==> src/rtl/pseudo_spi_xfer.sv <==
// pseudo_spi_xfer: streams SRAM words to/from an analog device over SCLK1/SCLK2.
// Read-in path is built only when PSEUDO_SPI_READBACK_EN is defined.
module pseudo_spi_xfer #(
  parameter int DATA_WIDTH = 8,
  parameter int ADDR_WIDTH = 9,
  parameter int LEN_WIDTH  = 8,
  parameter int DIV_WIDTH  = 4
) (
  input  logic                  CLK,
  input  logic                  RST_N,
  input  logic                  START,
  input  logic                  MODE,
  input  logic [ADDR_WIDTH-1:0] ADDR_BGN,
  input  logic [LEN_WIDTH-1:0]  DATA_LEN,
  input  logic [DIV_WIDTH-1:0]  FREQ_DIV,
  input  logic                  MSB_FIRST,
  input  logic                  ADDR_DEC,
  input  logic [DATA_WIDTH-1:0] PI,
  input  logic                  SPI_SI,
  output logic                  SCLK1,
  output logic                  SCLK2,
  output logic                  LAT,
  output logic                  SEL,
  output logic                  SPI_SO,
  output logic [ADDR_WIDTH-1:0] A,
  output logic                  CEN,
  output logic                  D_WE,
  output logic [DATA_WIDTH-1:0] PO,
  output logic                  BUSY,
  output logic                  DONE
);

  localparam int BW = (DATA_WIDTH > 2) ? $clog2(DATA_WIDTH) : 1;

  typedef enum logic [2:0] {
    S_IDLE, S_ADDR, S_READ, S_SHIFT, S_WRITE, S_RDY, S_DONE
  } state_e;

  state_e state_q, state_d;

  logic                  mode_q, mode_d;
  logic                  msb_q, msb_d;
  logic                  dec_q, dec_d;
  logic [DIV_WIDTH-1:0]  div_q, div_d;
  logic [DIV_WIDTH-1:0]  cnt_q, cnt_d;
  logic [1:0]            ph_q, ph_d;
  logic [BW-1:0]         bit_q, bit_d;
  logic [LEN_WIDTH-1:0]  rem_q, rem_d;
  logic [ADDR_WIDTH-1:0] addr_q, addr_d;
  logic [ADDR_WIDTH-1:0] a_q, a_d;
  logic [DATA_WIDTH-1:0] sr_q, sr_d;
  logic                  sclk1_q, sclk1_d;
  logic                  sclk2_q, sclk2_d;
  logic                  lat_q, lat_d;
  logic                  so_q, so_d;
  logic                  cen_q, cen_d;
  logic                  busy_q, busy_d;
  logic                  done_q, done_d;
  logic                  sel_d, we_d;
  logic [DATA_WIDTH-1:0] po_d;

  logic                  mode_in;
  logic                  si_bit;
  logic                  tick;
  logic                  slot_end;
  logic                  last_bit;
  logic                  last_word;
  logic                  in_shift;
  logic [ADDR_WIDTH-1:0] step;

`ifdef PSEUDO_SPI_READBACK_EN
  logic                  sel_q;
  logic                  we_q;
  logic [DATA_WIDTH-1:0] po_q;
  assign mode_in = MODE;
  assign si_bit  = mode_q & SPI_SI;
`else
  logic unused_ok;
  assign unused_ok = ^{MODE, SPI_SI, sel_d, we_d, po_d};
  assign mode_in = 1'b0;
  assign si_bit  = 1'b0;
`endif

  assign tick      = cnt_q == div_q;
  assign slot_end  = tick && ph_q == 2'd3;
  assign last_bit  = bit_q == BW'(DATA_WIDTH - 1);
  assign last_word = rem_q == LEN_WIDTH'(1);
  assign step      = dec_q ? addr_q - ADDR_WIDTH'(1)
                           : addr_q + ADDR_WIDTH'(1);

  always_comb begin
    state_d = state_q;
    mode_d  = mode_q;
    msb_d   = msb_q;
    dec_d   = dec_q;
    div_d   = div_q;
    rem_d   = rem_q;
    addr_d  = addr_q;
    sr_d    = sr_q;
    cnt_d   = '0;
    ph_d    = '0;
    bit_d   = '0;
    if (state_q == S_SHIFT || state_q == S_RDY) begin
      cnt_d = tick ? '0 : cnt_q + DIV_WIDTH'(1);
      ph_d  = tick ? ph_q + 2'd1 : ph_q;
    end
    unique case (state_q)
      S_IDLE: begin
        if (START) begin
          mode_d = mode_in;
          msb_d  = MSB_FIRST;
          dec_d  = ADDR_DEC;
          div_d  = FREQ_DIV;
          rem_d  = DATA_LEN;
          addr_d = ADDR_BGN;
          if (DATA_LEN == '0) state_d = mode_in ? S_DONE : S_RDY;
          else                state_d = mode_in ? S_SHIFT : S_ADDR;
        end
      end
      S_ADDR: state_d = S_READ;
      S_READ: begin
        sr_d    = PI;
        addr_d  = step;
        state_d = S_SHIFT;
      end
      S_SHIFT: begin
        bit_d = bit_q;
        if (slot_end) begin
          // read-in bits enter opposite the transmit end
          sr_d = msb_q ? {sr_q[DATA_WIDTH-2:0], si_bit}
                       : {si_bit, sr_q[DATA_WIDTH-1:1]};
          if (!last_bit) begin
            bit_d = bit_q + BW'(1);
          end else begin
            bit_d = '0;
            if (mode_q) begin
              state_d = S_WRITE;
            end else begin
              rem_d   = rem_q - LEN_WIDTH'(1);
              state_d = last_word ? S_RDY : S_ADDR;
            end
          end
        end
      end
      S_WRITE: begin
        addr_d  = step;
        rem_d   = rem_q - LEN_WIDTH'(1);
        state_d = last_word ? S_DONE : S_SHIFT;
      end
      S_RDY:  if (slot_end) state_d = S_DONE;
      S_DONE: state_d = S_IDLE;
      default: state_d = S_IDLE;
    endcase

    in_shift = state_d == S_SHIFT;
    sclk1_d  = in_shift && ph_d == 2'd1;
    sclk2_d  = in_shift && ph_d == 2'd3;
    lat_d    = state_d == S_RDY;
    done_d   = state_d == S_DONE;
    busy_d   = state_d != S_IDLE;
    cen_d    = !(state_d == S_ADDR || state_d == S_WRITE);
    a_d      = cen_d ? '0 : addr_d;
    so_d     = in_shift && !mode_d &&
               (msb_d ? sr_d[DATA_WIDTH-1] : sr_d[0]);
    sel_d    = mode_d && (in_shift || state_d == S_WRITE);
    we_d     = state_d != S_WRITE;
    po_d     = (state_d == S_WRITE) ? sr_d : '0;
  end

  always_ff @(posedge CLK) begin
    if (!RST_N) begin
      state_q <= S_IDLE;
      mode_q  <= 1'b0;
      msb_q   <= 1'b0;
      dec_q   <= 1'b0;
      div_q   <= '0;
      cnt_q   <= '0;
      ph_q    <= '0;
      bit_q   <= '0;
      rem_q   <= '0;
      addr_q  <= '0;
      a_q     <= '0;
      sr_q    <= '0;
      sclk1_q <= 1'b0;
      sclk2_q <= 1'b0;
      lat_q   <= 1'b0;
      so_q    <= 1'b0;
      cen_q   <= 1'b1;
      busy_q  <= 1'b0;
      done_q  <= 1'b0;
    end else begin
      state_q <= state_d;
      mode_q  <= mode_d;
      msb_q   <= msb_d;
      dec_q   <= dec_d;
      div_q   <= div_d;
      cnt_q   <= cnt_d;
      ph_q    <= ph_d;
      bit_q   <= bit_d;
      rem_q   <= rem_d;
      addr_q  <= addr_d;
      a_q     <= a_d;
      sr_q    <= sr_d;
      sclk1_q <= sclk1_d;
      sclk2_q <= sclk2_d;
      lat_q   <= lat_d;
      so_q    <= so_d;
      cen_q   <= cen_d;
      busy_q  <= busy_d;
      done_q  <= done_d;
    end
  end

`ifdef PSEUDO_SPI_READBACK_EN
  always_ff @(posedge CLK) begin
    if (!RST_N) begin
      sel_q <= 1'b0;
      we_q  <= 1'b1;
      po_q  <= '0;
    end else begin
      sel_q <= sel_d;
      we_q  <= we_d;
      po_q  <= po_d;
    end
  end

  assign SEL  = sel_q;
  assign D_WE = we_q;
  assign PO   = po_q;
`else
  assign SEL  = 1'b0;
  assign D_WE = 1'b1;
  assign PO   = '0;
`endif

  assign SCLK1  = sclk1_q;
  assign SCLK2  = sclk2_q;
  assign LAT    = lat_q;
  assign SPI_SO = so_q;
  assign A      = a_q;
  assign CEN    = cen_q;
  assign BUSY   = busy_q;
  assign DONE   = done_q;

endmodule
==> config.mk <==
export PLATFORM = sky130hd
export DESIGN_NAME = pseudo_spi_xfer
export DESIGN_NICKNAME = d
export VERILOG_FILES = /design/src/rtl/pseudo_spi_xfer.sv
export SDC_FILE = /design/constraint.sdc
export NUM_CORES = 1
export LEC_CHECK = 0
export BUFFER_PORTS_ARGS = -buffer_cell sky130_fd_sc_hd__buf_4
export CAP_MARGIN = 10
export CORE_UTILIZATION = 60
export DETAILED_ROUTE_END_ITERATION = 8
export PLACE_DENSITY = 0.85
export SLEW_MARGIN = 20
export SYNTH_ARGS = -nofsm -noshare
export SYNTH_HDL_FRONTEND = slang
export SYNTH_SLANG_ARGS = --single-unit
export TNS_END_PERCENT = 50
==> constraint.sdc <==
create_clock -name CLK -period 4.42 [get_ports CLK]
set_clock_uncertainty 0.15 [all_clocks]
set_input_delay 1.326 -clock CLK [delete_from_list [all_inputs] [get_ports CLK]]
set_output_delay 1.326 -clock CLK [all_outputs]
set_load 0.01 [all_outputs]
Word-level counts from Yosys, hierarchy flattened --
Cells that the tools add are included.
Storage, ports and cells: register bits after elaboration 60, bits of input ports 36, output and inout bits 26, word-level logic and storage cells 97
Cells by class: $add $sub $neg 6, equality and inequality tests 20, muxes and demuxes 28, bitwise operators 2, reductions and logical operators 21
Operators with widths (number):
- two-way mux 8 bit | 6
- two-way mux 3 bit | 9
- one-hot mux 8 bit (3 select lines) | 1
- equality test 3 bit (second input constant) | 6
- two-way mux 9 bit | 2
- one-hot mux 3 bit (6 select lines) | 1
- one-hot mux 9 bit (2 select lines) | 1
- one-hot mux 8 bit (2 select lines) | 1
- adder 9 x 1 -> 9 bit (second input constant) | 1
- equality test 3 x 2 -> 1 bit (second input constant) | 3
- subtractor 9 x 1 -> 9 bit (second input constant) | 1
- equality test 8 x 1 -> 1 bit (second input constant) | 1
- zero test 8 bit | 1
- != test 2 bit (second input constant) | 4
- AND reduction 2 bit | 4
- subtractor 8 x 1 -> 8 bit (second input constant) | 1
- equality test 3 x 1 -> 1 bit (second input constant) | 2
- nonzero test 3 bit | 2
- logical AND 1 bit | 5
- two-way mux 1 bit | 5
- AND reduction 5 bit | 1
- adder 4 x 1 -> 4 bit (second input constant) | 1
- equality test 2 bit (second input constant) | 2
- equality test 4 bit | 1
- other kinds (11) | 15

Depth between registers and ports, before layout --
Gate-level depths: netlist (run 1).
depth in word-level cells 9, mapped depth 8, mapped depth without buffers 8

Least setup slack after synthesis (run 1) --
No wires, ideal clock.
path kind input port to flip-flop, from input START, to register cen_q, in the netlist CEN, setup time 0.120 ns, arrival time 2.498 ns, required time 4.150 ns, setup slack 1.652 ns, stages 7, buffers on the path 1, cells stage by stage buf_2 nor4b_4 nand3_1 o41ai_2 o21a_1 o21ai_4 or2_1
Between the ends: word-level cells in the longest chain between the ends 5, elaborated cells between the ends (all ways) 6, classes of those cells 2 x eq/ne; 2 x mux; 2 x reduce/logical
RTL lines:
- start: declaration | RTL line 11 | input logic START,
- two-way mux 3 bit (*) | RTL line 109 | if (START) begin
- one-hot mux 3 bit (6 select lines) (*) | RTL line 107 | unique case (state_q)
- equality test 3 x 1 -> 1 bit / equality test 3 bit (equally long branches)
- logical OR 1 bit (*) | RTL line 161 | cen_d = !(state_d == S_ADDR || state_d == S_WRITE);
- zero test 1 bit (*) | RTL line 161
- end signal: assignment | RTL line 208 | cen_q <= cen_d;
- end: declaration | RTL line 56 | logic cen_q, cen_d;
Mark *: on every way between the ends. The rest lies on a longest branch, timed or not. A chain may end at the register's enable or synchronous reset.

Worst setup path in the final report (run 1) --
from register state_q[0], to register rem_q[2]
Between the ends: word-level cells in the longest chain between the ends 3, elaborated cells between the ends (all ways) 10, classes of those cells 6 x eq/ne; 1 x mux; 3 x reduce/logical
RTL lines:
- start: declaration | RTL line 39 | state_e state_q, state_d;
- start signal: assignment | RTL line 192 | state_q <= state_d;
- equality test 3 x 2 -> 1 bit (tied with other cells) | RTL line 107
- != test 2 bit (no line) / nonzero test 3 bit (equally long branches)
- AND reduction 5 bit (no line)
- end signal: assignment | RTL line 200 | rem_q <= rem_d;
- end: declaration | RTL line 48 | logic [LEN_WIDTH-1:0] rem_q, rem_d;
Parallel ways exist; a longest one is shown, timed or not.

==> results.py, run 1 <==
metrics = {
    "run_status": {
        "status": "finished clean",
    },
    "yosys": {
        "synth_top_area_cell": "dfxtp_1",
        "syn_avg_cell_area_um2": 8.54,
        "synthArstFlopShare_pct": 0,
        "ys_ff_latch": 60,
        "ys_seq_area_share_pct": 36.0,
        "yosys_warnings": 0,
        "synthTopCellsByArea": "dfxtp_1 36%, nor2_1 5.3%, ha_1 4.9%, a21oi_1 4.5%, nand2_1 3.8%",
        "synth_top_area_share_pct": 36.0,
        "syn_area_um2": 3340,
        "yosys-top-cells-count": "60 x dfxtp_1, 47 x nor2_1, 34 x nand2_1",
        "yosysMostFrequentCell": "dfxtp_1",
        "synth_edf_count": 0,
        "synth_cell_type_count": 69,
        "synthCells": 391,
        "synth_flop_cell": "dfxtp_1",
    },
    "pwr": {
        "power_density_nw_per_um2": 354,
        "irDropWorstVdd_v": 0.000285,
        "p_leak_nw": 1.63,
    },
    "timing": {
        "maxSlewViolCount": 0,
        "max_slew_margin_pct": 40.5,
        "rsz0062_at_grt": "false",
        "period_share_pct": 63.6,
        "report.final.setup_viol": 0,
        "period_minus_slack_ns": 2.81,
        "worst_pin_slew_ns": 0.889,
        "hold_viol_final": 0,
        "fin_ws_ns": 1.61,
        "setup_tns_ns": 0,
        "max_freq_mhz": 356,
    },
    "setup_path": {
        "r2r_start": "state_q[0]$_SDFF_PN0_",
        "arrival_ns": 2.89,
        "r2r.worst_path.cells": 5,
        "start_kind": "flop",
        "rr_endpoint": "rem_q[2]$_SDFFE_PN0P_",
        "ff2ff_setup_slack_ns": 1.61,
        "worstPathRequired_ns": 4.50,
        "worstSetupPathType": "flop to flop",
        "setup.worst_path.end_class": "flop",
        "worstPathMaxFanout": 25,
    },
    "min_path": {
        "hp-start": "div_q[1]$_SDFFE_PN0P_",
        "min_to": "div_q[1]$_SDFFE_PN0P_",
        "holdCritPathClass": "flop to flop",
        "worst_hold_path.num_cells": 2,
    },
    "die": {
        "start_util_pct": 63.8,
        "dieArea_um2": 5870,
        "core_um2": 5240,
        "io_pins": 62,
        "rows": 26,
        "fp.dieH_um": 76.6,
        "die_w_um": 76.6,
    },
    "placed_design": {
        "port_buffers": 49,
        "hpwl_um": 5160,
        "place_congestion": 0.886,
        "dp_slack_ns": 1.32,
    },
    "finish": {
        "drive_above_1_share_pct": 21.0,
        "regArea_um2": 1200,
        "nets": 483,
        "nFillCells": 419,
        "multi_input_area_um2": 1930,
        "synthToLayoutAreaGrowth_pct": 15.1,
        "num_antenna_cells": 0,
    },
    "clocking": {
        "cts_tree": "yes",
        "hold_buffers": 0,
        "clockBufferDepth": 2,
        "ctsResizeCount": 0,
        "cts_buffers": 9,
        "cts_setup_buffers": 0,
        "root_buffer": "clkbuf_8",
        "clock_sinks": 60,
        "clk_latency_ns": 0.34,
        "htree_levels": 3,
        "clk_pin_slew_ns": 0.07,
    },
    "route": {
        "wire_per_inst_um": 14.1,
        "viasPerCell": 5.75,
        "routed_wl_um": 7180,
        "ant_nets": 0,
        "first_pass_iters": 4,
        "drtIter0Drc": 204,
        "vias": 2920,
        "drc": 0,
    },
    "global_routing": {
        "grt_usage_pct": 26.6,
        "grt-ovfl-total": 0,
        "grt_max_degree": 30,
        "grt_pass1_wl_um": 12400,
        "grt_pass1_vias": 2720,
        "antenna_found_initial": 0,
    },
    "job": {
        "drv_cap": 0,
    },
}
-- final cells by class --
cell class / count / area share (%)
Clock inverter: 6 / 1.43
Timing Repair Buffer: 52 / 10.2
Tap cell: 70 / 2.28
Inverter: 14 / 1.37
Clock buffer: 10 / 3.32
Multi-Input combinational cell: 296 / 50.2
Sequential cell: 60 / 31.2
-- layout by cell type, fill, tap and decap left out, types with 3 or more instances in the layout --
cell type,instances
xnor2_1,8
ha_1,13
nand3_1,7
clkinv_2,5
nor3_1,18
a221o_1,6
mux2i_1,12
a211oi_1,5
buf_4,52
o21a_1,6
o21ai_0,15
nand2_1,34
mux2_2,3
or2_2,4
inv_1,14
a21oi_1,30
a22oi_1,7
nor2_1,47
nor2b_1,7
dfxtp_1,60
o31ai_1,3
conb_1,10
clkbuf_8,9
nand2b_1,6
-- registers in the layout (all words and copies together) (netlist names), 2 cells and up --
signal and flops:
state_q 3, addr_q 9, cnt_q 4, ph_q 2, sr_q 8, bit_q 3, div_q 4, A 9
rem_q 8
-- worst max path at each step --
stage | start | slack [ns] | end
final | state_q[0]$_SDFF_PN0_ | 1.61 | rem_q[2]$_SDFFE_PN0P_
after global routing | state_q[0]$_SDFF_PN0_ | 1.32 | rem_q[4]$_SDFFE_PN0P_
after CTS | START | 1.69 | A[5]$_SDFF_PN0_
after detailed placement | START | 1.32 | A[5]$_SDFF_PN0_
after global placement | START | 1.35 | CEN$_SDFF_PN1_
after floorplan | START | 1.65 | CEN$_SDFF_PN1_
-- cell families (layout without fill, tap and decap cells) --
group / count (synthesis) / after routing / share of synthesized area (%)
other cells: 2 / 10 / 0.225
xor+xnor: 10 / 10 / 2.62
fa+ha+maj: 14 / 14 / 5.47
mux: 15 / 15 / 4.61
compound gates: 101 / 101 / 22.1
flops: 60 / 60 / 36.0
simple gates: 146 / 146 / 21.8
buf+inv: 43 / 82 / 7.15
-- where the power goes --
part | total [mW] | switching, mW | internal, mW
sequential | 0.612 | 0.0383 | 0.574
clock | 0.468 | 0.213 | 0.255
combinational | 0.281 | 0.153 | 0.127
total | 1.36 | 0.405 | 0.956
-- critical path, cell delays in order, from the launching register on --
cell      delay [ns]
dfxtp_1         0.90
nand4b_1        0.36
o41ai_4         0.80
o21ai_0         0.22
a22oi_1         0.21
nor2_1          0.05
-- layer usage --
layer / GRT usage [%] / vias to the layer above / share of wire [%] / wire length, um
met3: 8.02 / 10 / 5.9 / 423
met5: 0 / - / 0 / 0
li1: - / 1460 / - / -
met4: 10.2 / 0 / 1.3 / 93
met1: 31.8 / 1354 / 44 / 3170
met2: 44.5 / 96 / 49 / 3490
-- per-stage QoR --
stage | hold slack, ns | utilization [%] | total power [mW] | area (um^2) | std cells
5_1_grt | 0.349 | 73.4 | 1.43 | 3840 | 508
3_5_place_dp | 0.311 | 69.9 | 0.902 | 3660 | 492
6_report | 0.318 | 73.4 | 1.36 | 3840 | 508
2_1_floorplan | 0.291 | - | 0.836 | 3370 | 399
4_1_cts | 0.321 | 73.4 | 1.37 | 3840 | 508
3_3_place_gp | 0.307 | 69.9 | 0.891 | 3660 | 492
Power figures use the tool's default switching activity.
==> run 2: changes to the inputs <==
Settings changed: CORE_UTILIZATION 60 to 56, PLACE_DENSITY 0.85 to 0.8.
Clock period 4.42 ns to 2.94 ns, I/O delays scaled along.
==> run 2 against run 1 <==
- non-clock buffer count up 4
- clock power up 63%
- final area up 1.4%
- sequential cell count unchanged
- cell count up 1.2%
- worst setup slack worse by 1.4 ns
- critical path depth up 3
- die area up 7.0%
- routed wire length up 4.1%
- global-route usage down 1.1 points
- fmax up 3.8%
- sequential share of layout area down 0.42 points
- largest cell class unchanged
==> results.py, run 2 (same netlist as run 1, synthesis figures left out) <==
metrics = {
    "clocking": {
        "root_buffer": "clkbuf_8",
        "clock_sinks": 60,
        "clockBufferDepth": 2,
        "cts_buffers": 9,
        "clk_pin_slew_ns": 0.07,
        "ctsResizeCount": 0,
        "clk_latency_ns": 0.34,
        "cts_tree": "yes",
        "hold_buffers": 0,
        "htree_levels": 3,
        "cts_setup_buffers": 0,
    },
    "placed_design": {
        "place_area_um2": 3690,
        "dp_cells": 498,
        "place_congestion": 0.909,
        "port_buffers": 49,
        "hpwl_um": 5290,
        "dp_slack_ns": 0.300,
    },
    "setup_path": {
        "worstSetupPathType": "flop to flop",
        "cp_num_buf_inv": 1,
        "setup.worst_path.end_class": "flop",
        "worstPathMaxFanout": 9,
        "r2r_start": "dec_q$_SDFFE_PN0P_",
        "ff2ff_setup_slack_ns": 0.23,
        "critical-path-top-delay-family": "flip-flops",
        "rr_endpoint": "A[8]$_SDFF_PN0_",
        "worstPathRequired_ns": 3.01,
        "arrival_ns": 2.78,
        "critical_path.slowest_cell": "dfxtp_1",
        "crit_chain": "inv_1 -> fa_1 -> nor2b_4 -> o31a_1 -> nor3_1 -> a311oi_2 -> mux2_2 -> nor2b_2",
        "r2r.worst_path.cells": 8,
        "start_kind": "flop",
        "critPathMaxStageDelay_ns": 0.56,
    },
    "pwr": {
        "irDropWorstVdd_v": 0.000328,
        "power_density_nw_per_um2": 543,
        "p_leak_nw": 1.65,
    },
    "timing": {
        "max_slew_margin_pct": 58.5,
        "maxSlewViolCount": 0,
        "setup_tns_ns": 0,
        "rsz0062_at_grt": "false",
        "report.final.setup_viol": 0,
        "max_freq_mhz": 369,
        "hold_viol_final": 0,
        "period_share_pct": 92.1,
        "period_minus_slack_ns": 2.71,
        "fin_ws_ns": 0.233,
        "worst_pin_slew_ns": 0.622,
    },
    "finish": {
        "fin_area_um2": 3900,
        "final_common_cell": "dfxtp_1",
        "drive_above_1_share_pct": 21.7,
        "stdcell_count": 514,
        "mostFrequentLayoutCells": "60 x dfxtp_1, 56 x buf_4, 47 x nor2_1, 34 x nand2_1, 30 x a21oi_1",
        "num_antenna_cells": 0,
        "nets": 487,
        "synthToLayoutAreaGrowth_pct": 16.7,
    },
    "run_status": {
        "status": "finished clean",
    },
    "global_routing": {
        "grt-ovfl-total": 0,
        "antenna_found_initial": 0,
        "grt_max_degree": 24,
        "grt_pass1_vias": 2753,
        "grt_usage_pct": 25.5,
        "grt_pass1_wl_um": 12400,
    },
    "route": {
        "vias": 2927,
        "routed_wl_um": 7470,
        "drc": 0,
        "viasPerCell": 5.69,
        "first_pass_iters": 4,
        "wire_per_inst_um": 14.5,
        "drtIter0Drc": 181,
        "ant_nets": 0,
    },
    "min_path": {
        "min_to": "div_q[3]$_SDFFE_PN0P_",
        "holdCritPathClass": "flop to flop",
        "hp-start": "div_q[3]$_SDFFE_PN0P_",
        "worst_hold_path.num_cells": 2,
    },
    "die": {
        "io_pins": 62,
        "rows": 27,
        "core_um2": 5640,
        "dieArea_um2": 6280,
        "die_w_um": 79.2,
        "start_util_pct": 59.2,
        "fp.dieH_um": 79.2,
    },
    "job": {
        "drv_cap": 0,
    },
}
[run 2: tightest hold or removal path, cell delays in order, from the launching register on]
cell and delay, ns:
dfxtp_1 0.32, nand2_1 0.05, a21oi_1 0.05
[run 2: layer usage]
metal  GRT usage (%)  vias to the layer above  routed length, um
li1                -                     1466                  -
met1            31.3                     1375               3370
met2            43.2                       74               3620
met3            4.14                       12                348
met4            12.0                        0                138
met5               0                        -                  0
[run 2: through the flow]
| step | hold slack [ns] | utilization (%) | power [mW] |
|---|---|---|---|
| 6_report | 0.321 | 69.1 | 2.12 |
| 3_5_place_dp | 0.316 | 65.5 | 1.37 |
| 4_1_cts | 0.325 | 69.1 | 2.13 |
| 5_1_grt | 0.352 | 69.1 | 2.22 |
| 3_3_place_gp | 0.308 | 65.5 | 1.35 |
| 2_1_floorplan | 0.291 | - | 1.26 |
[run 2: how the worst max path moves through the flow]
stage / from / to / slack (ns) / depth (start not counted)
finish: dec_q$_SDFFE_PN0P_ / A[8]$_SDFF_PN0_ / 0.23 / 8
global route: dec_q$_SDFFE_PN0P_ / A[8]$_SDFF_PN0_ / 0.07 / 8
CTS: dec_q$_SDFFE_PN0P_ / A[8]$_SDFF_PN0_ / 0.25 / 8
detailed placement: dec_q$_SDFFE_PN0P_ / A[8]$_SDFF_PN0_ / 0.30 / 7
global placement: dec_q$_SDFFE_PN0P_ / A[8]$_SDFF_PN0_ / 0.34 / 7
floorplan: dec_q$_SDFFE_PN0P_ / A[8]$_SDFF_PN0_ / 0.52 / 7
[run 2: report_power, final]
group | switching, mW | internal, mW
combinational | 0.239 | 0.200
clock | 0.328 | 0.435
sequential | 0.0539 | 0.862
total | 0.621 | 1.50
[run 2: layout make-up]
cell class | count | area (um^2)
Inverter | 14 | 52.6
Clock inverter | 4 | 47.5
Timing Repair Buffer | 56 | 420
Tap cell | 72 | 90.1
Clock buffer | 12 | 155
Sequential cell | 60 | 1200
Fill cell | 459 | 1740
Multi-Input combinational cell | 296 | 1930
==> run 3: changes to the inputs <==
Settings changed: CORE_MARGIN set to 4.
==> run 3 against run 2 <==
- critical path depth decreased by 1
- critical path type unchanged
- cell count unchanged
- largest power group unchanged
- total power decreased by 3.5%
- highest routed layer unchanged
- clock power decreased by 9.4%
- final area decreased by 0.39%
- global-route usage decreased by 4.8 points
- non-clock buffer count unchanged
- clock-buffer cell count decreased by 1
- first-iteration DRC count increased by 8.3%
==> results.py, run 3 (same netlist as run 1, synthesis figures left out) <==
metrics = {
    "run_status": {
        "status": "finished clean",
    },
    "route": {
        "drtIter0Drc": 196,
        "first_pass_iters": 4,
        "routed_wl_um": 7380,
        "viasPerCell": 5.67,
        "vias": 2913,
        "wire_per_inst_um": 14.4,
        "ant_nets": 0,
        "drc": 0,
    },
    "global_routing": {
        "grt_pass1_vias": 2739,
        "grt_pass1_wl_um": 12200,
        "antenna_found_initial": 0,
        "grt_max_degree": 24,
        "grt_usage_pct": 20.7,
        "grt-ovfl-total": 0,
    },
    "setup_path": {
        "r2r.worst_path.cells": 7,
        "setup.worst_path.end_class": "flop",
        "worstSetupPathType": "flop to flop",
        "worstPathRequired_ns": 3.02,
        "rr_endpoint": "A[8]$_SDFF_PN0_",
        "worstPathMaxFanout": 9,
        "start_kind": "flop",
        "ff2ff_setup_slack_ns": 0.28,
        "arrival_ns": 2.74,
        "r2r_start": "dec_q$_SDFFE_PN0P_",
    },
    "placed_design": {
        "place_congestion": 0.849,
        "port_buffers": 49,
        "dp_cells": 498,
        "hpwl_um": 5330,
        "place_area_um2": 3690,
        "dp_slack_ns": 0.308,
    },
    "clocking": {
        "root_buffer": "clkbuf_8",
        "ctsResizeCount": 0,
        "clk_latency_ns": 0.34,
        "htree_levels": 3,
        "cts_setup_buffers": 0,
        "cts_buffers": 9,
        "clockBufferDepth": 2,
        "cts_tree": "yes",
        "clk_pin_slew_ns": 0.07,
        "hold_buffers": 0,
        "clock_sinks": 60,
    },
    "pwr": {
        "p_clk_share_pct": 33.8,
        "power_density_nw_per_um2": 526,
        "power_switching_share_pct": 30.9,
        "p_comb_share_pct": 21.4,
        "intPower_mw": 1.41,
        "switching_power_mw": 0.630,
        "seqPwrFrac_pct": 44.9,
        "p_leak_nw": 1.64,
        "irDropWorstVdd_v": 0.000348,
    },
    "timing": {
        "worst_pin_slew_ns": 0.622,
        "hold_slack_ns": 0.326,
        "max_slew_margin_pct": 58.5,
        "hold_viol_final": 0,
        "fin_ws_ns": 0.275,
        "maxSlewViolCount": 0,
        "report.final.setup_viol": 0,
        "rsz0062_at_grt": "false",
        "period_share_pct": 90.6,
        "max_freq_mhz": 375,
        "setup_tns_ns": 0,
        "period_minus_slack_ns": 2.66,
    },
    "die": {
        "io_pins": 62,
        "die_w_um": 85.2,
        "fp.dieH_um": 85.2,
        "rows": 27,
        "core_um2": 5640,
        "start_util_pct": 59.2,
        "dieArea_um2": 7270,
    },
    "job": {
        "drv_cap": 0,
    },
    "finish": {
        "mostFrequentLayoutCells": "60 x dfxtp_1, 56 x buf_4, 47 x nor2_1, 34 x nand2_1, 30 x a21oi_1",
        "nets": 487,
        "num_antenna_cells": 0,
        "final_common_cell": "dfxtp_1",
        "synthToLayoutAreaGrowth_pct": 16.2,
        "fin_area_um2": 3880,
        "stdcell_count": 514,
        "drive_above_1_share_pct": 21.9,
    },
    "min_path": {
        "min_to": "div_q[2]$_SDFFE_PN0P_",
        "hp-start": "div_q[2]$_SDFFE_PN0P_",
        "holdCritPathClass": "flop to flop",
        "worst_hold_path.num_cells": 2,
    },
}
## run 3: worst max path at each step
stage	startpoint	to	slack, ns	cells past startpoint
4_1_cts	dec_q$_SDFFE_PN0P_	A[8]$_SDFF_PN0_	0.29	7
3_3_place_gp	dec_q$_SDFFE_PN0P_	A[8]$_SDFF_PN0_	0.34	7
3_5_place_dp	START	A[6]$_SDFF_PN0_	0.31	7
5_1_grt	dec_q$_SDFFE_PN0P_	A[8]$_SDFF_PN0_	0.15	8
6_report	dec_q$_SDFFE_PN0P_	A[8]$_SDFF_PN0_	0.28	7
2_1_floorplan	dec_q$_SDFFE_PN0P_	A[8]$_SDFF_PN0_	0.52	7
## run 3: metal layers
layer	vias up	global-route usage, %	wire, um
met5	-	0	0
met4	0	7.19	155
met3	18	5.63	416
li1	1476	-	-
met2	77	33.7	3450
met1	1342	26.2	3350
## run 3: layout make-up
class,instances,area (um^2)
Sequential cell,60,1200
Inverter,14,52.6
Multi-Input combinational cell,296,1930
Fill cell,465,1760
Clock inverter,5,36.3
Timing Repair Buffer,56,420
Clock buffer,11,151
Tap cell,72,90.1
## run 3: power groups by stage
stage / sequential [mW] / clock [mW] / combinational, mW
2_1_floorplan: 0.916 / 0 / 0.341
3_3_place_gp: 0.932 / 0 / 0.420
3_5_place_dp: 0.933 / 0 / 0.434
4_1_cts: 0.915 / 0.700 / 0.436
5_1_grt: 0.924 / 0.742 / 0.487
6_report: 0.916 / 0.690 / 0.437
## run 3: stage by stage
stage	utilization, %	power (mW)
floorplan	-	1.26
global placement	65.5	1.35
detailed placement	65.5	1.37
CTS	68.8	2.05
global route	68.8	2.15
finish	68.8	2.04
## run 3: critical path: stages (launching register included)
cell and delay, ns:
dfxtp_1 0.54, ha_1 0.34, nor2b_4 0.15, o31a_1 0.28, o31a_1 0.31, a311oi_2 0.27, mux2_2 0.38, nor2b_2 0.15
